### config.mk
export PLATFORM = sky130hd
export DESIGN_NAME = seq_mul16
export DESIGN_NICKNAME = d
export VERILOG_FILES = /design/src/rtl/seq_mul16.sv
export SDC_FILE = /design/constraint.sdc
export NUM_CORES = 1
export LEC_CHECK = 0
export CORE_UTILIZATION = 30
export CTS_BUF_LIST = sky130_fd_sc_hd__clkbuf_8
export DETAILED_ROUTE_END_ITERATION = 7
export PLACE_DENSITY = 0.62
export SYNTH_ARGS = -nofsm -noshare
export SYNTH_HDL_FRONTEND = slang
export SYNTH_SLANG_ARGS = --single-unit
### constraint.sdc
create_clock -name clk -period 7.3 [get_ports clk]
set_input_delay 1.095 -clock clk [delete_from_list [all_inputs] [get_ports clk]]
set_output_delay 1.095 -clock clk [all_outputs]
set_load 0.05 [all_outputs]
### src/rtl/seq_mul16.sv
// rtl/seq_mul16.sv - 16x16 sequential shift-add multiplier, 18 cycles start-to-done
// Build option: define MUL_SIGNED_EN for two's-complement operands (magnitude
// multiply with sign applied in FIX); undefined gives a plain unsigned multiplier.

module seq_mul16 (
   input  logic        clk,
   input  logic        rst,
   input  logic        start,
   input  logic [15:0] a,
   input  logic [15:0] b,
   output logic        busy,
   output logic        done,
   output logic [31:0] product,
   output logic        ovf
);

   typedef enum logic [1:0] {
      S_IDLE,
      S_RUN,
      S_FIX,
      S_DONE
   } state_t;

   state_t      state_q, state_d;
   logic [3:0]  cnt_q, cnt_d;
   logic [15:0] mcand_q, mcand_d;
   logic [15:0] mplr_q, mplr_d;
   logic [15:0] acc_q, acc_d;
   logic [31:0] product_q, product_d;
   logic        ovf_q, ovf_d;

   logic [15:0] a_mag;
   logic [15:0] b_mag;
   logic [15:0] addend;
   logic [16:0] sum17;
   logic [31:0] result;
   logic        result_ovf;

`ifdef MUL_SIGNED_EN
   logic        sign_q, sign_d;

   // Operand magnitudes; 0x8000 maps to itself, which is its correct unsigned magnitude
   always_comb begin
      a_mag = a[15] ? (~a + 16'd1) : a;
      b_mag = b[15] ? (~b + 16'd1) : b;
   end

   // Re-apply the product sign and flag results outside the signed 16-bit range
   always_comb begin
      result     = sign_q ? (~{acc_q, mplr_q} + 32'd1) : {acc_q, mplr_q};
      result_ovf = (result[31:16] != {16{result[15]}});
   end
`else
   // Unsigned operands are used as-is
   always_comb begin
      a_mag = a;
      b_mag = b;
   end

   // Magnitude is the product; overflow when any upper-half bit is set
   always_comb begin
      result     = {acc_q, mplr_q};
      result_ovf = |result[31:16];
   end
`endif

   // Ripple-carry add of the multiplicand into the upper accumulator half, carry kept as bit 16
   always_comb begin
      logic c;
      addend = mplr_q[0] ? mcand_q : 16'd0;
      c      = 1'b0;
      sum17  = '0;
      for (int i = 0; i < 16; i++) begin
         sum17[i] = acc_q[i] ^ addend[i] ^ c;
         c        = (acc_q[i] & addend[i]) | (acc_q[i] & c) | (addend[i] & c);
      end
      sum17[16] = c;
   end

   // Next-state and datapath control
   always_comb begin
      state_d   = state_q;
      cnt_d     = cnt_q;
      mcand_d   = mcand_q;
      mplr_d    = mplr_q;
      acc_d     = acc_q;
      product_d = product_q;
      ovf_d     = ovf_q;
`ifdef MUL_SIGNED_EN
      sign_d    = sign_q;
`endif
      case (state_q)
         S_IDLE: begin
            if (start) begin
               mcand_d = a_mag;
               mplr_d  = b_mag;
               acc_d   = 16'd0;
               cnt_d   = 4'd0;
`ifdef MUL_SIGNED_EN
               sign_d  = a[15] ^ b[15];
`endif
               state_d = S_RUN;
            end
         end
         S_RUN: begin
            // Shift {carry, acc, multiplier} right by one; the carry lands in acc[15]
            acc_d  = sum17[16:1];
            mplr_d = {sum17[0], mplr_q[15:1]};
            cnt_d  = cnt_q + 4'd1;
            if (cnt_q == 4'd15) begin
               state_d = S_FIX;
            end
         end
         S_FIX: begin
            product_d = result;
            ovf_d     = result_ovf;
            state_d   = S_DONE;
         end
         S_DONE: begin
            state_d = S_IDLE;
         end
         default: begin
            state_d = S_IDLE;
         end
      endcase
   end

   // State register with synchronous active-high reset; reset wins over a same-cycle start
   always_ff @(posedge clk) begin
      if (rst) begin
         state_q   <= S_IDLE;
         cnt_q     <= 4'd0;
         mcand_q   <= 16'd0;
         mplr_q    <= 16'd0;
         acc_q     <= 16'd0;
         product_q <= 32'd0;
         ovf_q     <= 1'b0;
`ifdef MUL_SIGNED_EN
         sign_q    <= 1'b0;
`endif
      end else begin
         state_q   <= state_d;
         cnt_q     <= cnt_d;
         mcand_q   <= mcand_d;
         mplr_q    <= mplr_d;
         acc_q     <= acc_d;
         product_q <= product_d;
         ovf_q     <= ovf_d;
`ifdef MUL_SIGNED_EN
         sign_q    <= sign_d;
`endif
      end
   end

   // Status decoded from state; result outputs come straight from their registers
   always_comb begin
      busy    = (state_q == S_RUN) || (state_q == S_FIX);
      done    = (state_q == S_DONE);
      product = product_q;
      ovf     = ovf_q;
   end

endmodule

==> results of run 1 <==
-- worst max path at each step --
stage	from	endpoint	slack, ns	cells past startpoint
6_report	mplr_q[0]	acc_q[14]	0.52	20
3_3_place_gp	mplr_q[0]	acc_q[14]	0.70	20
3_5_place_dp	mplr_q[0]	acc_q[14]	0.59	20
4_1_cts	mplr_q[0]	acc_q[14]	0.50	20
2_1_floorplan	mplr_q[0]	acc_q[14]	0.80	21
5_1_grt	mplr_q[0]	acc_q[14]	0.18	20
-- cells in the mapped netlist, types with 2 or more instances --
| cell | count |
|---|---|
| a211oi_1 | 9 |
| a211oi_2 | 8 |
| a21oi_1 | 20 |
| a22oi_1 | 3 |
| a2bb2oi_1 | 14 |
| and2_1 | 5 |
| buf_1 | 3 |
| buf_2 | 14 |
| buf_6 | 2 |
| clkbuf_1 | 9 |
| dfxtp_1 | 87 |
| fa_1 | 15 |
| ha_1 | 6 |
| inv_1 | 16 |
| mux2i_1 | 49 |
| nand2_1 | 47 |
| nand3_1 | 2 |
| nor2_1 | 72 |
| nor3_1 | 4 |
| nor4_1 | 3 |
| o21ai_0 | 2 |
-- layout make-up --
type                       count  share of cell area [%]
clock inverter                 6                    1.25
multi-input combinational    267                    38.9
inverter                      17                    1.32
sequential                    87                    36.1
clock buffer                  10                    2.86
timing repair buffer          75                    15.2
tap                          168                    4.36
-- worst max-delay path, delay by kind of cell, from the launching register on --
kind	cells	cell delay, ns
buffers and inverters	2	0.27
flip-flops	1	0.39
adder cells (fa/ha/maj)	15	5.57
AO/OA/AOI/OAI	1	0.21
AND/OR/NAND/NOR	2	0.22
-- power by group through the flow --
stage | logic (W) | clock network (W) | registers [W]
after floorplan | 0.000432 | 0 | 0.000651
after global placement | 0.000582 | 0 | 0.000621
after detailed placement | 0.000592 | 0 | 0.000625
after CTS | 0.000595 | 0.000348 | 0.000614
after global routing | 0.000641 | 0.000369 | 0.000628
final | 0.000586 | 0.000340 | 0.000612
-- kinds of logic after synthesis --
group,Yosys count,share of synthesized area (%)
AND/OR/NAND/NOR,139,14.9
flip-flops,87,45.7
AO/OA/AOI/OAI,58,11.4
multiplexers,49,12.9
buffers and inverters,45,5.28
adder cells (fa/ha/maj),21,9.84
-- sequential cells by signal, summed over array words and instances, names as in the netlist --
signal / count
mplr_q: 16
acc_q: 16
ovf: 1
state_q: 2
cnt_q: 4
mcand_q: 16
product: 32
-- routing by layer --
| layer | part of all wire [%] | vias to the layer above | GRT usage [%] |
|---|---|---|---|
| li1 | - | 1448 | - |
| met3 | 5.4 | 11 | 4.48 |
| met2 | 46 | 66 | 21.5 |
| met5 | 0 | - | 0 |
| met1 | 47 | 1306 | 16.6 |
| met4 | 1.6 | 0 | 5.11 |
-- metrics by stage --
| step | setup WS [ns] | cells |
|---|---|---|
| floorplan | 0.805 | 399 |
| global placement | 0.695 | 614 |
| detailed placement | 0.592 | 614 |
| CTS | 0.505 | 630 |
| global route | 0.180 | 630 |
| finish | 0.518 | 630 |
==> out/metrics.yaml, run 1 <==
status: "finished clean"
clock-sinks: 87
ys_seq_area_share_pct: 45.7
synth-edff-count: 0
cts_setup_buffers: 0
r2r-end: "acc_q[14]"
layout_common_cells: "dfxtp_1, nor2_1, clkdlybuf4s50_1"
switchingPower_w: 0.000586
cts-resized-gates: 0
whs_path_depth: 2
grt_pass1_vias: 2832
skew_ns: 0.00751
ys_types: 30
dr.first_iter.drc_count: 132
area_growth_pct: 26.3
drc: 0
arrival_ns: 7.00
rrSetupSlack_ns: 0.52
vias_per_cell: 4.49
hold_buffers: 0
slew_headroom_pct: 37.6
synthCells: 399
p_clk_share_pct: 22.1
fin_nets: 513
setup_viol: 0
syn_area_um2: 3810
grt_start_max_net_pins: 88
io_pins: 70
critPathMaxFanout: 15
critical_path_class: "flop to flop"
cp.required_ns: 7.52
core_um2: 12200
finalWirelength_um: 8110
fin_hold_ws_ns: 0.456
placed_area_um2: 4620
hpwlAfterDp_um: 5600
wire_per_inst_um: 12.9
clockBufferDepth: 2
syn-num-nets: 455
peakVddDrop_mv: 0.109
max-cap-violations: 0
hp-class: "flop to flop"
sw_frac_of_total_pct: 38.1
layout_commonest_cell: "dfxtp_1"
h-tree-depth: 3
start_util_pct: 31.2
critPathMaxStageDelay_ns: 0.50
finalMaxSlewViolations: 0
ys_ff_latch: 87
fin_area_um2: 4820
routabilityCongestion: 0.743
placementRows: 40
antenna_left: 0
finalSetupTns_ns: 0
ff_latch_area_um2: 1740
slowest_stage: "fa_1"
num_vias: 2831
die_y_um: 115
n_antenna_cell: 0
seq_power_share_pct: 39.8
p_per_area_nw_per_um2: 319
path_common_cell: "fa_1"
avgSynthCellArea_um2: 9.56
clk_pin_slew_ns: 0.08
antenna_found_initial: 0
power_leakage_nw: 1.62
first_pass_iters: 4
die_area_um2: 13200
grt_setup_unrepaired: "false"
hp-start: "mcand_q[1]"
cts_made_buffers: 9
r2r_cells: 20
cp-start-kind: "flop"
worstHoldEndpoint: "mcand_q[1]"
hold_violations: 0
async_flop_share_pct: 0
yosys.area.top_type: "dfxtp_1"
cts_tree: "yes"
internal-power_w: 0.000952
worstMarginPinSlew_ns: 0.936
grt_pass1_wl_um: 13500
finalCritPeriodShare_pct: 92.9
grt_overflow: 0
cts_root_buf: "clkbuf_8"
crit_chain: "buf_4, and2_1, fa_1, fa_1, inv_1, fa_1, fa_1, fa_1, fa_1, fa_1, fa_1, fa_1, fa_1, fa_1, fa_1, fa_1, fa_1, fa_1, a2bb2oi_1, nor2_1"
grt_use_total_pct: 13.3
fillers: 1283
multi_input_comb_area_um2: 1870
final_util_pct: 39.5
p_comb_share_pct: 38.1
portBuffers: 69
netlist.area_leader.share_pct: 45.7
layout-drive-gt1-share_pct: 7.36
reg2reg_from: "mplr_q[0]"
die_w_um: 115
clk-insertion-delay-late_ns: 0.37
setup.worst_path.end_class: "flop"
clock.fmax_mhz: 147
synthFlopType: "dfxtp_1"
period_minus_slack_ns: 6.78
ys_warn_count: 0
p_total_w: 0.00154
synth.top_cells.by_area: "dfxtp_1, mux2i_1, fa_1"
Power figures use the tool's default switching activity.
==> inputs of run 2 (changes only) <==
CORE_UTILIZATION = 49   (was 30)
PLACE_DENSITY = 0.89   (was 0.62)
clock period = 6 ns   (was 7.3 ns; I/O delays follow)
==> out/metrics.yaml, run 2 (synthesis results as in run 1) <==
power_leakage_nw: 1.66  # was 1.62 nW
grt_setup_unrepaired: "true"  # was false
fin_area_um2: 4840  # was 4820 µm²
h-tree-depth: 3  # unchanged
start_util_pct: 51.8  # was 31.2%
routabilityCongestion: 0.858  # was 0.743
clockBufferDepth: 2  # unchanged
p_per_area_nw_per_um2: 392  # was 319 nW/µm²
cts_tree: "yes"  # unchanged
dr.first_iter.drc_count: 138  # was 132
grt_start_max_net_pins: 88  # unchanged
die_area_um2: 8140  # was 13,200 µm²
p_clk_share_pct: 22.6  # was 22.1%
skew_ns: 0.0112  # was 0.00751 ns
hold_violations: 0  # unchanged
p_total_w: 0.00190  # was 0.00154 W
hpwlAfterDp_um: 5290  # was 5600 µm
io_pins: 70  # unchanged
portBuffers: 69  # unchanged
cp-start-kind: "flop"  # unchanged
clock-sinks: 87  # unchanged
critPathMaxFanout: 3  # was 15
hp-class: "flop to flop"  # unchanged
vias_per_cell: 5.13  # was 4.49
grt_use_total_pct: 19.6  # was 13.3%
post-place-cells: 548  # was 614
fin_ws_ns: -0.00762  # was 0.518 ns
p_comb_share_pct: 38.1  # about the same
n_antenna_cell: 0  # unchanged
fin_nets: 517  # was 513
die_y_um: 90.2  # was 115 µm
antenna_left: 0  # unchanged
area_growth_pct: 26.8  # was 26.3%
grt_pass1_vias: 2753  # was 2,832
core_um2: 7370  # was 12,200 µm²
grt_pass1_wl_um: 12900  # was 13,500 µm
finalMaxSlewViolations: 0  # unchanged
cp.required_ns: 6.21  # was 7.52 ns
finalWirelength_um: 7650  # was 8110 µm
clock.fmax_mhz: 166  # was 147 MHz
violations: "negative setup slack"
critPathMaxStageDelay_ns: 0.51  # was 0.50 ns
placed_area_um2: 4580  # was 4620 µm²
period_minus_slack_ns: 6.01  # was 6.78 ns
setup_viol: 1  # was 0
worstMarginPinSlew_ns: 0.900  # was 0.936 ns
sw_frac_of_total_pct: 37.0  # was 38.1%
placementRows: 31  # was 40
finalCritPeriodShare_pct: 100  # was 92.9%
slowest_stage: "fa_1"  # unchanged
wire_per_inst_um: 13.5  # was 12.9 µm
first_pass_iters: 5  # was 4
path_common_cell: "fa_2"  # was fa_1
cts_root_buf: "clkbuf_8"  # unchanged
drc: 0  # unchanged
die_w_um: 90.2  # was 115 µm
arrival_ns: 6.22  # was 7.00 ns
cts_made_buffers: 9  # unchanged
largest_reg_flops: 32  # unchanged
layout-drive-gt1-share_pct: 12.2  # was 7.36%
clk-insertion-delay-late_ns: 0.35  # was 0.37 ns
setup.worst_path.end_class: "flop"  # unchanged
status: "complete, but fails checks"  # was finished clean
num_vias: 2901  # was 2,831
grt_overflow: 0  # unchanged
critical_path_class: "flop to flop"  # unchanged
slew_headroom_pct: 40.0  # was 37.6%
layout_commonest_cell: "dfxtp_1"  # unchanged
switchingPower_w: 0.000702  # was 0.000586 W
internal-power_w: 0.00120  # was 0.000952 W
crit_chain: "and2_4, ha_4, fa_2, fa_1, inv_1, fa_2, fa_2, fa_2, fa_2, fa_2, fa_2, fa_2, fa_2, fa_2, fa_2, fa_2, fa_2, fa_1, a2bb2oi_2, nor2_1"  # was buf_4, and2_1, fa_1, fa_1, inv_1, fa_1, fa_1, fa_1, fa_1, fa_1, fa_1, fa_1, fa_1, fa_1, fa_1, fa_1, fa_1, fa_1, a2bb2oi_1, nor2_1
post_layout_nonfiller_instances: 565  # was 630
max-cap-violations: 0  # unchanged
layout_common_cells: "dfxtp_1, nor2_1, clkdlybuf4s50_1"  # unchanged
clk_pin_slew_ns: 0.08  # about the same
antenna_found_initial: 0  # unchanged
seq_power_share_pct: 39.3  # was 39.8%
peakVddDrop_mv: 0.325  # was 0.109 mV
[run 2: power by group through the flow]
stage          registers [W]  clock network [W]  logic (W)
6_report            0.000746           0.000428   0.000723
5_1_grt             0.000760           0.000461   0.000791
4_1_cts             0.000746           0.000435   0.000721
3_5_place_dp        0.000759                  0   0.000716
3_3_place_gp        0.000752                  0   0.000700
2_1_floorplan       0.000793                  0   0.000531
[run 2: what timing repair did]
action | 4_1_cts | 5_1_grt
pin swaps | 1 | 0
hold buffers | 0 | 0
gates resized for setup | 5 | 4
endpoints found under the hold margin | 0 | 0
endpoints found under the setup margin | 1 | 2
buffers inserted | 0 | 1
[run 2: path summary, 6_finish.rpt]
check / startpoint / end / slack, ns / depth (start not counted)
max: mplr_q[0] / acc_q[14] / -0.008 / 20
min: mcand_q[14] / mcand_q[14] / 0.46 / 2
max reg2reg: mplr_q[0] / acc_q[14] / -0.008 / 20
min reg2reg: mcand_q[14] / mcand_q[14] / 0.46 / 2
[run 2: layout make-up]
type | instances | area, µm²
multi-input cells | 267 | 1930
clock inverters | 4 | 52.6
repair buffers | 79 | 761
fillers | 589 | 2530
flip-flops and latches | 87 | 1740
clock buffers | 12 | 165
well taps | 99 | 124
inverters | 17 | 63.8
[run 2: metal layers]
metal	global-route usage, %	vias to the layer above	wire, µm
met3	3.38	7	472
li1	-	1461	-
met1	26.2	1351	3350
met2	31.4	82	3720
met4	8.47	0	96
met5	0	-	0
[run 2: through the flow]
stage                     setup WS, ns  util, %  hold slack [ns]  setup TNS (ns)
after CTS                      -0.0235     65.3            0.458         -0.0235
final                         -0.00762     65.7            0.459        -0.00762
after detailed placement        -0.110     62.2            0.447          -0.110
after global placement         0.00111     62.2            0.441               0
after floorplan                0.00755        -            0.432               0
after global routing            -0.202     65.7            0.476          -0.202
[run 2: worst max-delay path, delay by kind of cell, from the launching register on]
kind | cells | cell delay (ns)
simple gates | 2 | 0.19
flops | 1 | 0.34
buf+inv | 1 | 0.05
compound gates | 1 | 0.14
fa+ha+maj | 16 | 5.14
==> inputs of run 3 (changes only) <==
CAP_MARGIN = 10   (was default)
==> results of run 3 <==
No change in the layout: final DEF, timing and power equal those of run 2.
